[config.mk]
export PLATFORM = sky130hd
export DESIGN_NAME = vga_timing_gen
export DESIGN_NICKNAME = d
export VERILOG_FILES = /design/src/rtl/vga_pkg.sv /design/src/rtl/vga_axis_counter.sv /design/src/rtl/vga_timing_gen.sv
export SDC_FILE = /design/constraint.sdc
export NUM_CORES = 1
export LEC_CHECK = 0
export BUFFER_PORTS_ARGS = -buffer_cell sky130_fd_sc_hd__buf_2
export CORE_ASPECT_RATIO = 0.5
export CORE_MARGIN = 3
export CORE_UTILIZATION = 58
export CTS_CLUSTER_DIAMETER = 30
export DETAILED_ROUTE_END_ITERATION = 6
export PLACE_DENSITY = 0.86
export REMOVE_ABC_BUFFERS = 1
export SLEW_MARGIN = 5
export SYNTH_ARGS = -nofsm -noshare
export SYNTH_HDL_FRONTEND = slang
export SYNTH_SLANG_ARGS = --single-unit
[constraint.sdc]
create_clock -name i_pixclk -period 5.35 [get_ports i_pixclk]
set_input_delay 0.535 -clock i_pixclk [delete_from_list [all_inputs] [get_ports i_pixclk]]
set_output_delay 0.535 -clock i_pixclk [all_outputs]
set_load 0.05 [all_outputs]
[src/rtl/vga_pkg.sv]
`default_nettype none
// ============================================================================
// vga_pkg : shared axis-mode record, 640x480@60 timing and mode legality check
// Rev 1.0
// ============================================================================
package vga_pkg;

  localparam int c_MODE_W = 16;

  // One axis of a video mode: active end, sync start, sync end, total
  typedef struct packed {
    logic [c_MODE_W-1:0] width;
    logic [c_MODE_W-1:0] porch;
    logic [c_MODE_W-1:0] synch;
    logic [c_MODE_W-1:0] raw;
  } mode_t;

  localparam mode_t c_H_640 = '{width: 16'd640, porch: 16'd656, synch: 16'd752, raw: 16'd800};
  localparam mode_t c_V_480 = '{width: 16'd480, porch: 16'd490, synch: 16'd492, raw: 16'd525};

  function automatic logic mode_legal(input mode_t m);
    return (m.width < m.porch) && (m.porch < m.synch) && (m.synch <= m.raw);
  endfunction

endpackage
`default_nettype wire

[src/rtl/vga_axis_counter.sv]
`default_nettype none
// ============================================================================
// vga_axis_counter : one raster axis - shadowed mode, wrapping position, decode
// Rev 1.0
// ============================================================================
module vga_axis_counter
  import vga_pkg::*;
#(
  parameter int W = 12
) (
  input  logic         clk,
  input  logic         rst,
  input  logic         i_load,
  input  logic         i_en,
  input  logic [W-1:0] i_width,
  input  logic [W-1:0] i_porch,
  input  logic [W-1:0] i_synch,
  input  logic [W-1:0] i_raw,
  output logic [W-1:0] o_width,
  output logic         o_last,
  output logic         o_active,
  output logic         o_sync,
  output logic         o_next_legal
);

  logic [W-1:0] pos_q,   pos_d;
  logic [W-1:0] width_q, width_d;
  logic [W-1:0] porch_q, porch_d;
  logic [W-1:0] synch_q, synch_d;
  logic [W-1:0] raw_q,   raw_d;
  logic         w_last;
  mode_t        w_next_mode;

  always_comb begin
    width_d = width_q;
    porch_d = porch_q;
    synch_d = synch_q;
    raw_d   = raw_q;
    if (i_load) begin
      width_d = i_width;
      porch_d = i_porch;
      synch_d = i_synch;
      raw_d   = i_raw;
    end

    // Legality of whatever the shadow will hold after this edge
    w_next_mode.width = c_MODE_W'(width_d);
    w_next_mode.porch = c_MODE_W'(porch_d);
    w_next_mode.synch = c_MODE_W'(synch_d);
    w_next_mode.raw   = c_MODE_W'(raw_d);
    o_next_legal      = mode_legal(w_next_mode);

    w_last = (pos_q == raw_q - W'(1));

    pos_d = pos_q;
    if (i_load) begin
      pos_d = '0;
    end else if (i_en) begin
      pos_d = w_last ? '0 : pos_q + W'(1);
    end

    o_last   = w_last;
    o_active = (pos_q < width_q);
    o_sync   = (pos_q >= porch_q) && (pos_q < synch_q);
  end

  always_ff @(posedge clk or posedge rst) begin
    if (rst) begin
      pos_q   <= '0;
      width_q <= '0;
      porch_q <= '0;
      synch_q <= '0;
      raw_q   <= '0;
    end else begin
      pos_q   <= pos_d;
      width_q <= width_d;
      porch_q <= porch_d;
      synch_q <= synch_d;
      raw_q   <= raw_d;
    end
  end

  assign o_width = width_q;

endmodule
`default_nettype wire

[src/rtl/vga_timing_gen.sv]
`default_nettype none
// ============================================================================
// vga_timing_gen : raster timing, source strobes and registered RGB/sync sink.
// Define VGA_SYNC_POLARITY_EN for per-mode sync polarity inputs.   Rev 1.0
// ============================================================================
module vga_timing_gen
  import vga_pkg::*;
#(
  parameter int BITS_PER_COLOR = 4,
  parameter int HW             = 12,
  parameter int VW             = 12
) (
  input  logic                        i_pixclk,
  input  logic                        i_reset,
  input  logic [HW-1:0]               i_hm_width,
  input  logic [HW-1:0]               i_hm_porch,
  input  logic [HW-1:0]               i_hm_synch,
  input  logic [HW-1:0]               i_hm_raw,
  input  logic [VW-1:0]               i_vm_height,
  input  logic [VW-1:0]               i_vm_porch,
  input  logic [VW-1:0]               i_vm_synch,
  input  logic [VW-1:0]               i_vm_raw,
`ifdef VGA_SYNC_POLARITY_EN
  input  logic                        i_hsync_pol,
  input  logic                        i_vsync_pol,
`endif
  output logic [HW-1:0]               o_width,
  output logic [VW-1:0]               o_height,
  output logic                        o_rd,
  output logic                        o_newline,
  output logic                        o_newframe,
  input  logic [3*BITS_PER_COLOR-1:0] i_pixel,
  output logic [BITS_PER_COLOR-1:0]   o_vga_red,
  output logic [BITS_PER_COLOR-1:0]   o_vga_grn,
  output logic [BITS_PER_COLOR-1:0]   o_vga_blu,
  output logic                        o_vga_hsync,
  output logic                        o_vga_vsync,
  output logic                        o_err
);

  localparam int c_BPC = BITS_PER_COLOR;

  logic w_h_last, w_h_active, w_h_sync, w_h_legal;
  logic w_v_last, w_v_active, w_v_sync, w_v_legal;
  logic w_load, w_run, w_hpol, w_vpol;

  logic load_q,     load_d;
  logic err_q,      err_d;
  logic rd_q,       rd_d;
  logic newline_q,  newline_d;
  logic newframe_q, newframe_d;
  logic hs1_q,      hs1_d;
  logic vs1_q,      vs1_d;
  logic act2_q,     act2_d;
  logic hs2_q,      hs2_d;
  logic vs2_q,      vs2_d;
  logic hsync_q,    hsync_d;
  logic vsync_q,    vsync_d;
  logic [c_BPC-1:0] red_q, red_d;
  logic [c_BPC-1:0] grn_q, grn_d;
  logic [c_BPC-1:0] blu_q, blu_d;

  // End of frame reloads the shadow on the same edge the counters wrap
  assign w_load = load_q | (w_h_last & w_v_last);
  assign w_run  = ~load_q & ~err_q;

  vga_axis_counter #(.W(HW)) u_h_axis (
    .clk          (i_pixclk),
    .rst          (i_reset),
    .i_load       (w_load),
    .i_en         (1'b1),
    .i_width      (i_hm_width),
    .i_porch      (i_hm_porch),
    .i_synch      (i_hm_synch),
    .i_raw        (i_hm_raw),
    .o_width      (o_width),
    .o_last       (w_h_last),
    .o_active     (w_h_active),
    .o_sync       (w_h_sync),
    .o_next_legal (w_h_legal)
  );

  vga_axis_counter #(.W(VW)) u_v_axis (
    .clk          (i_pixclk),
    .rst          (i_reset),
    .i_load       (w_load),
    .i_en         (w_h_last),
    .i_width      (i_vm_height),
    .i_porch      (i_vm_porch),
    .i_synch      (i_vm_synch),
    .i_raw        (i_vm_raw),
    .o_width      (o_height),
    .o_last       (w_v_last),
    .o_active     (w_v_active),
    .o_sync       (w_v_sync),
    .o_next_legal (w_v_legal)
  );

`ifdef VGA_SYNC_POLARITY_EN
  logic hpol_q, hpol_d;
  logic vpol_q, vpol_d;

  always_comb begin
    hpol_d = w_load ? i_hsync_pol : hpol_q;
    vpol_d = w_load ? i_vsync_pol : vpol_q;
  end

  always_ff @(posedge i_pixclk or posedge i_reset) begin
    if (i_reset) begin
      hpol_q <= 1'b0;
      vpol_q <= 1'b0;
    end else begin
      hpol_q <= hpol_d;
      vpol_q <= vpol_d;
    end
  end

  assign w_hpol = hpol_q;
  assign w_vpol = vpol_q;
`else
  assign w_hpol = 1'b0;
  assign w_vpol = 1'b0;
`endif

  always_comb begin
    // An illegal shadow keeps the block reloading until the inputs are fixed
    load_d     = ~(w_h_legal & w_v_legal);
    err_d      = ~(w_h_legal & w_v_legal);
    rd_d       = w_run & w_h_active & w_v_active;
    newline_d  = w_run & w_h_last;
    newframe_d = w_run & w_h_last & w_v_last;
    hs1_d      = w_run & w_h_sync;
    vs1_d      = w_run & w_v_sync;
    act2_d     = rd_q;
    hs2_d      = hs1_q;
    vs2_d      = vs1_q;
    red_d      = act2_q ? i_pixel[3*c_BPC-1 -: c_BPC] : '0;
    grn_d      = act2_q ? i_pixel[2*c_BPC-1 -: c_BPC] : '0;
    blu_d      = act2_q ? i_pixel[c_BPC-1:0]          : '0;
    hsync_d    = w_hpol ? hs2_q : ~hs2_q;
    vsync_d    = w_vpol ? vs2_q : ~vs2_q;
  end

  always_ff @(posedge i_pixclk or posedge i_reset) begin
    if (i_reset) begin
      load_q     <= 1'b1;
      err_q      <= 1'b0;
      rd_q       <= 1'b0;
      newline_q  <= 1'b0;
      newframe_q <= 1'b0;
      hs1_q      <= 1'b0;
      vs1_q      <= 1'b0;
      act2_q     <= 1'b0;
      hs2_q      <= 1'b0;
      vs2_q      <= 1'b0;
      red_q      <= '0;
      grn_q      <= '0;
      blu_q      <= '0;
      hsync_q    <= 1'b1;
      vsync_q    <= 1'b1;
    end else begin
      load_q     <= load_d;
      err_q      <= err_d;
      rd_q       <= rd_d;
      newline_q  <= newline_d;
      newframe_q <= newframe_d;
      hs1_q      <= hs1_d;
      vs1_q      <= vs1_d;
      act2_q     <= act2_d;
      hs2_q      <= hs2_d;
      vs2_q      <= vs2_d;
      red_q      <= red_d;
      grn_q      <= grn_d;
      blu_q      <= blu_d;
      hsync_q    <= hsync_d;
      vsync_q    <= vsync_d;
    end
  end

  assign o_rd        = rd_q;
  assign o_newline   = newline_q;
  assign o_newframe  = newframe_q;
  assign o_vga_red   = red_q;
  assign o_vga_grn   = grn_q;
  assign o_vga_blu   = blu_q;
  assign o_vga_hsync = hsync_q;
  assign o_vga_vsync = vsync_q;
  assign o_err       = err_q;

endmodule
`default_nettype wire
==> impl_metrics.json, run 1 <==
{
  "outcome": "finished, final reports clean",
  "row_count": 33,
  "fmaxAchievable_mhz": 203.9,
  "portion_of_total_power_attributed_to_the_clock_network_pct": 30.3,
  "clkTransAtPathRegs_ps": 70,
  "syn_area_sq_um": 10080,
  "grt_remaining_overflow": 0,
  "fp.dieH_microns": 99.23,
  "fraction_of_the_yosys_area_taken_by_sequential_cells_pct": 35.78,
  "post_dp_cell_area_sq_um": 11080,
  "hpwl_after_detailed_placement_mm": 20.23,
  "grt_start_max_net_pins": 90,
  "drt-total-wl_mm": 27.45,
  "seq_power_share_pct": 34.7,
  "synth_seq_cells": 144,
  "final_cell_area_sq_um": 11650,
  "path_cells": "inv_1 > ha_1 > nor2b_1 > nand2_1 > or4b_2 > o211a_2 > nor3_4 > buf_4 > a21oi_4 > a21boi_0 > inv_1 > ha_1 > and4_1 > nand4_1 > or2_2 > o22ai_1 > a31oi_1 > a31oi_1 > nand4_1",
  "number_of_global_route_vias_before_repair": 8770,
  "globalplace.congestion": 0.9167,
  "route.antenna.remaining_nets": 0,
  "ctsHoldBuffers": 0,
  "yosys_warnings": 0,
  "clock_latency_ps": 430,
  "fin_cells": 1518,
  "placement.io_buffers": 151,
  "place_ws_ps": 413.5,
  "htree_levels": 4,
  "required_time_worst_endpoint_ps": 5640,
  "cellPowerDensity_nw_per_um2": 329.3,
  "dr.max_layer_used": "met4",
  "finClkSkew_ps": 14.76,
  "async_reset_ff_share_pct": 100.0,
  "design.die.area_sq_um": 19100,
  "drt_iter0_drc": 696,
  "report.final.hold_viol_count": 0,
  "design.portCount": 152,
  "report.final.slew_viol_count": 0,
  "numPlacedInstances": 1485,
  "critical_path.max_fanout": 14,
  "clock-sinks": 144,
  "synth_top_flop_cell": "sky130_fd_sc_hd__dfrtp_1",
  "synthesis.instances": 1135,
  "cts_tree": "built",
  "cts-buffers-inserted": 17,
  "route.detailed.drc": 0,
  "end_kind": "register",
  "final.min_clock_period_ps": 4905,
  "antenna_cells_inserted": 0,
  "total_via_count_after_detailed_routing": 8860,
  "timing.critical_path.from_type": "register",
  "slowest_stage": "sky130_fd_sc_hd__or4b_2",
  "drt-pass1-iter-count": 5,
  "grt_antenna_before_repair": 0,
  "worst_hold_path_type": "in -> async",
  "total_switching_power_mw": 1.504,
  "postCtsResizedCells": 0,
  "core-area_sq_um": 16680,
  "root_driver": "sky130_fd_sc_hd__clkbuf_16",
  "layout.nets": 1516,
  "layout.core_utilization_pct": 69.82,
  "finalWorstSetupSlack_ps": 445.4,
  "first_pass_grt_wire_length_mm": 43.77,
  "cellInternalPower_mw": 2.332,
  "synth-edff-count": 0,
  "max_stage_delay_ps": 620,
  "chipWidth_microns": 192.5,
  "yosysUniqueCellTypes": 69,
  "wl_met1_mm": 12.10,
  "max_cap_violations": 0,
  "met2_length_mm": 12.94,
  "fin_crit_sh_pct": 91.67,
  "power.combinational.fraction_pct": 35.0,
  "cts_setup_buffers": 0,
  "whs_ps": 246.7,
  "global_route.usage.total_pct": 28.83,
  "p_leak_nw": 6.255,
  "timing.final.setup_violations": 0,
  "setup.worst_path.class": "reg -> reg",
  "worst-slew-pin-transition_ps": 831.1,
  "worst_ir_drop_vdd_v": 0.0002600,
  "drive_above_1_share_pct": 17.04,
  "worst-endpoint-arrival_ps": 5190,
  "floorplan.initialDensity_pct": 60.44,
  "area_growth_pct": 15.52,
  "syn-mean-instance-area_sq_um": 8.883,
  "rsz0062_at_grt": "no",
  "drt-wirelength-per-cell_microns": 18.08,
  "vias_per_cell": 5.837,
  "switching_share_pct": 39.21,
  "timing.max_slew.rel_slack_pct": 44.59,
  "cts_buffer_depth": 2,
  "wl_met3_mm": 1.943
}
[cell usage after synthesis (8+ instances only)]
master                     number  area [sq um]
sky130_fd_sc_hd__a211oi_1      10         75.07
sky130_fd_sc_hd__a21boi_0      25         187.7
sky130_fd_sc_hd__a21o_1        30         225.2
sky130_fd_sc_hd__a21oi_1       33         165.2
sky130_fd_sc_hd__a31oi_1       14         87.58
sky130_fd_sc_hd__and2_1        13         81.33
sky130_fd_sc_hd__and3_1         9         56.30
sky130_fd_sc_hd__buf_2          8         40.04
sky130_fd_sc_hd__clkbuf_1      22         82.58
sky130_fd_sc_hd__dfrtp_1      141          3528
sky130_fd_sc_hd__ha_1         128          1602
sky130_fd_sc_hd__inv_1        146         548.0
sky130_fd_sc_hd__mux2i_1       23         230.2
sky130_fd_sc_hd__nand2_1      129         484.2
sky130_fd_sc_hd__nand2b_1      18         112.6
sky130_fd_sc_hd__nand3_1       24         120.1
sky130_fd_sc_hd__nand4_1       12         75.07
sky130_fd_sc_hd__nor2_1        52         195.2
sky130_fd_sc_hd__nor2b_1       15         93.84
sky130_fd_sc_hd__nor3_1        15         75.07
sky130_fd_sc_hd__o21ai_0       89         445.4
sky130_fd_sc_hd__xnor2_1       40         350.3
sky130_fd_sc_hd__xor2_1        20         175.2
[cell type report]
type,instances,area [sq um]
multi-input cells,808,5774
fillers,1268,5034
flip-flops and latches,144,3607
repair buffers,161,868.3
inverters,146,553.0
clock buffers,18,439.2
well taps,227,284.0
clock inverters,14,121.4
[layout by cell type, fill, tap and decap left out, types with 9 or more instances in the layout]
cell                        instances
sky130_fd_sc_hd__mux2i_1           23
sky130_fd_sc_hd__nand2b_1          18
sky130_fd_sc_hd__dfrtp_1          141
sky130_fd_sc_hd__nand4_1           12
sky130_fd_sc_hd__buf_2            151
sky130_fd_sc_hd__nand2_1          129
sky130_fd_sc_hd__ha_1             128
sky130_fd_sc_hd__clkbuf_16         17
sky130_fd_sc_hd__a21oi_1           33
sky130_fd_sc_hd__and2_1            13
sky130_fd_sc_hd__a21boi_0          25
sky130_fd_sc_hd__and3_1             9
sky130_fd_sc_hd__o21ai_0           89
sky130_fd_sc_hd__nor3_1            15
sky130_fd_sc_hd__a31oi_1           14
sky130_fd_sc_hd__nor2_1            52
sky130_fd_sc_hd__xor2_1            20
sky130_fd_sc_hd__xnor2_1           40
sky130_fd_sc_hd__inv_1            145
sky130_fd_sc_hd__a21o_1            29
sky130_fd_sc_hd__nand3_1           24
sky130_fd_sc_hd__nor2b_1           14
sky130_fd_sc_hd__a211oi_1          10
[logic make-up after synthesis]
kind of cell               synth area share [%]
AOI/OAI and AO/OA                         15.72
xor gates and xnor gates                  5.374
adders and majority gates                 16.28
buffers and inverters                     7.210
DFF                                       35.78
muxes                                     2.395
and+or+nand+nor                           17.24
[layer usage]
layer	vias up	track usage, %
met5	-	0
met2	365	47.54
met3	41	5.246
met4	0	8.054
met1	4251	39.32
li1	4203	-
[stage by stage]
stage	power, mW	TNS [ps]
5_1_grt	4.054	0
3_3_place_gp	2.590	0
2_1_floorplan	2.260	-3899
6_report	3.836	0
4_1_cts	3.820	0
3_5_place_dp	2.647	0
[path summary, 6_finish.rpt]
path                                    from             endpoint  slack, ps  cells past startpoint
hold / removal                       i_reset  u_h_axis.o_width[4]        250                      2
hold reg to reg                        vs2_q          o_vga_vsync        350                      1
min in group i_pixclk          i_hm_width[0]  u_h_axis.o_width[0]        310                      3
max in group asynchronous            i_reset    u_v_axis.raw_q[4]       3830                      3
setup reg to reg           u_h_axis.raw_q[0]                o_err        450                     19
setup / recovery           u_h_axis.raw_q[0]                o_err        450                     19
[worst max-delay path: cells and delay by family, from the launching register on]
family / cells / cell delay (ps)
buf+inv: 3 / 450
compound gates: 6 / 1240
simple gates: 8 / 2100
flops: 1 / 410
fa+ha+maj: 2 / 520
[power by group through the flow]
stage | sequential, mW | combinational (mW) | clock (mW)
floorplan | 1.44 | 0.825 | 0
global placement | 1.34 | 1.25 | 0
detailed placement | 1.34 | 1.30 | 0
CTS | 1.33 | 1.32 | 1.17
global route | 1.35 | 1.49 | 1.22
finish | 1.33 | 1.34 | 1.16
No activity file was read; power rests on OpenSTA's default activity.
==> run 2, diff against run 1 <==
Settings changed: ABC_CLOCK_PERIOD_IN_PS from default to 5350, BUFFER_PORTS_ARGS -buffer_cell sky130_fd_sc_hd__buf_2 to -buffer_cell sky130_fd_sc_hd__buf_4, CORE_ASPECT_RATIO 0.5 to 1.75.
==> run 2 against run 1 <==
Sequential share of layout area is 1.5 points lower; clock power is 16% higher; sequential cell count stayed put; via count is 2.6% higher; the flow now finishes with violations (design-rule violations); worst setup slack worse by 91 ps; highest routed layer unchanged.
==> impl_metrics.json, run 2 (synthesized netlist as in run 1, its figures left out) <==
{
  "htree_levels": 4,
  "first_pass_grt_wire_length_mm": 45.50,
  "critical_path_buf_inv_count": 2,
  "max_cap_violations": 0,
  "whs_ps": 311.2,
  "postCtsResizedCells": 0,
  "route.detailed.drc": 5,
  "drt-pass1-iter-count": 7,
  "root_driver": "sky130_fd_sc_hd__clkbuf_16",
  "switching_share_pct": 36.31,
  "globalplace.congestion": 0.9215,
  "seq_area_sq_um": 3607,
  "layout.cells.most_common": "sky130_fd_sc_hd__buf_4",
  "final_cell_area_sq_um": 12220,
  "cpMostUsedCell": "sky130_fd_sc_hd__o21ai_0",
  "cellPowerDensity_nw_per_um2": 336.7,
  "report.final.hold_viol_count": 0,
  "clock_latency_ps": 440,
  "ctsHoldBuffers": 0,
  "design.portCount": 152,
  "clock-sinks": 144,
  "seq_power_share_pct": 32.5,
  "drt_iter0_drc": 565,
  "design.die.area_sq_um": 19060,
  "worst-endpoint-arrival_ps": 5290,
  "max_stage_delay_ps": 570,
  "floorplan.initialDensity_pct": 59.22,
  "r2r_slack_ps": 350,
  "p_leak_nw": 6.495,
  "fmaxAchievable_mhz": 200.2,
  "chipWidth_microns": 105.7,
  "fill_cells": 1265,
  "fin_total_pwr_mw": 4.115,
  "layout_common_cells": "sky130_fd_sc_hd__buf_4 (173), sky130_fd_sc_hd__inv_1 (145), sky130_fd_sc_hd__dfrtp_1 (141)",
  "cts_tree": "built",
  "drt-wirelength-per-cell_microns": 18.91,
  "global_route.usage.total_pct": 30.19,
  "drt-total-wl_mm": 28.97,
  "worst_ir_drop_vdd_v": 0.0002402,
  "grt_antenna_before_repair": 0,
  "cellInternalPower_mw": 2.621,
  "grt_remaining_overflow": 0,
  "end_kind": "register",
  "outcome": "complete, but fails checks",
  "timing.final.setup_violations": 0,
  "antenna_cells_inserted": 0,
  "cts_setup_buffers": 0,
  "power.combinational.fraction_pct": 34.6,
  "numPlacedInstances": 1496,
  "cts-buffers-inserted": 17,
  "path_delay_family": "simple AND/OR/NAND/NOR gates",
  "fin_crit_sh_pct": 93.37,
  "failing_checks": "design-rule violations",
  "drive_above_1_share_pct": 17.85,
  "vias_per_cell": 5.935,
  "core-area_sq_um": 17030,
  "post_dp_cell_area_sq_um": 11520,
  "placement.io_buffers": 151,
  "total_via_count_after_detailed_routing": 9093,
  "critical_path.max_fanout": 15,
  "slowest_stage": "sky130_fd_sc_hd__or4_4",
  "path_cells": "or4_4 > or4_4 > xnor2_2 > nand4_2 > nor3_4 > a21o_4 > buf_4 > nand2_1 > o21ai_0 > inv_1 > ha_1 > nor2_1 > nor2_1 > a21oi_1 > o21ai_0 > o21ai_0 > nand3_1 > a211oi_2 > nand4_1 > nor4_1 > nand4_1",
  "worst-slew-pin-transition_ps": 1046,
  "fin_cells": 1532,
  "final.min_clock_period_ps": 4995,
  "setup.worst_path.class": "reg -> reg",
  "hpwl_after_detailed_placement_mm": 21.46,
  "multi_input_area_sq_um": 5772,
  "finClkSkew_ps": 11.92,
  "required_time_worst_endpoint_ps": 5650,
  "timing.critical_path.from_type": "register",
  "clkTransAtPathRegs_ps": 70,
  "layout.nets": 1530,
  "total_switching_power_mw": 1.494,
  "route.antenna.remaining_nets": 0,
  "timing.max_slew.rel_slack_pct": 30.29,
  "report.final.slew_viol_count": 0,
  "cts_buffer_depth": 2,
  "area_growth_pct": 21.23,
  "row_count": 63,
  "fp.dieH_microns": 180.4,
  "worst_hold_path_type": "in -> reg",
  "portion_of_total_power_attributed_to_the_clock_network_pct": 32.9,
  "grt_start_max_net_pins": 113,
  "number_of_global_route_vias_before_repair": 9519
}
[run 2: final timing paths]
check | start | end | cells after the start
max | u_h_axis.raw_q[3] | o_err | 21
min | i_pixel[2] | o_vga_blu[2] | 2
max reg2reg | u_h_axis.raw_q[3] | o_err | 21
min reg2reg | hs1_q | hs2_q | 0
max in group asynchronous | i_reset | o_vga_hsync | 3
min in group asynchronous | i_reset | u_v_axis.o_width[0] | 2
[run 2: worst register-to-register path, delay by kind of cell (launching register included)]
kind            cells  cell delay, ps
compound gates      6            1140
xor+xnor            1             160
fa+ha+maj           1             270
buf+inv             2             340
flops               1             450
simple gates       11            2530
[run 2: power groups by stage]
stage	clock [mW]	sequential, mW	combinational [mW]
CTS	1.37	1.33	1.41
global route	1.40	1.35	1.57
global placement	0	1.34	1.34
floorplan	0	1.44	0.825
finish	1.35	1.34	1.42
detailed placement	0	1.35	1.38
[run 2: area by class of cell]
type / count / area share, %
multi-input combinational: 808 / 47.22
inverter: 146 / 4.525
clock buffer: 18 / 3.593
tap: 227 / 2.324
timing repair buffer: 175 / 10.95
sequential: 144 / 29.51
clock inverter: 14 / 1.873
[run 2: through the flow]
| stage | utilization (%) | worst slack, ps | setup TNS (ps) |
|---|---|---|---|
| floorplan | - | -1551 | -3899 |
| global placement | 67.68 | 593.8 | 0 |
| detailed placement | 67.68 | 439.8 | 0 |
| CTS | 71.60 | 419.4 | 0 |
| global route | 71.79 | -7.301 | -7.301 |
| finish | 71.79 | 354.8 | 0 |
[run 2: layer usage]
layer  vias to the layer above  track usage, %  wire length, microns
met1                      4345           31.59                 10150
met5                         -               0                     0
met2                       378           54.55                 15500
met3                       152           4.769                  1353
met4                         0           20.38                  1961
li1                       4218               -                     -
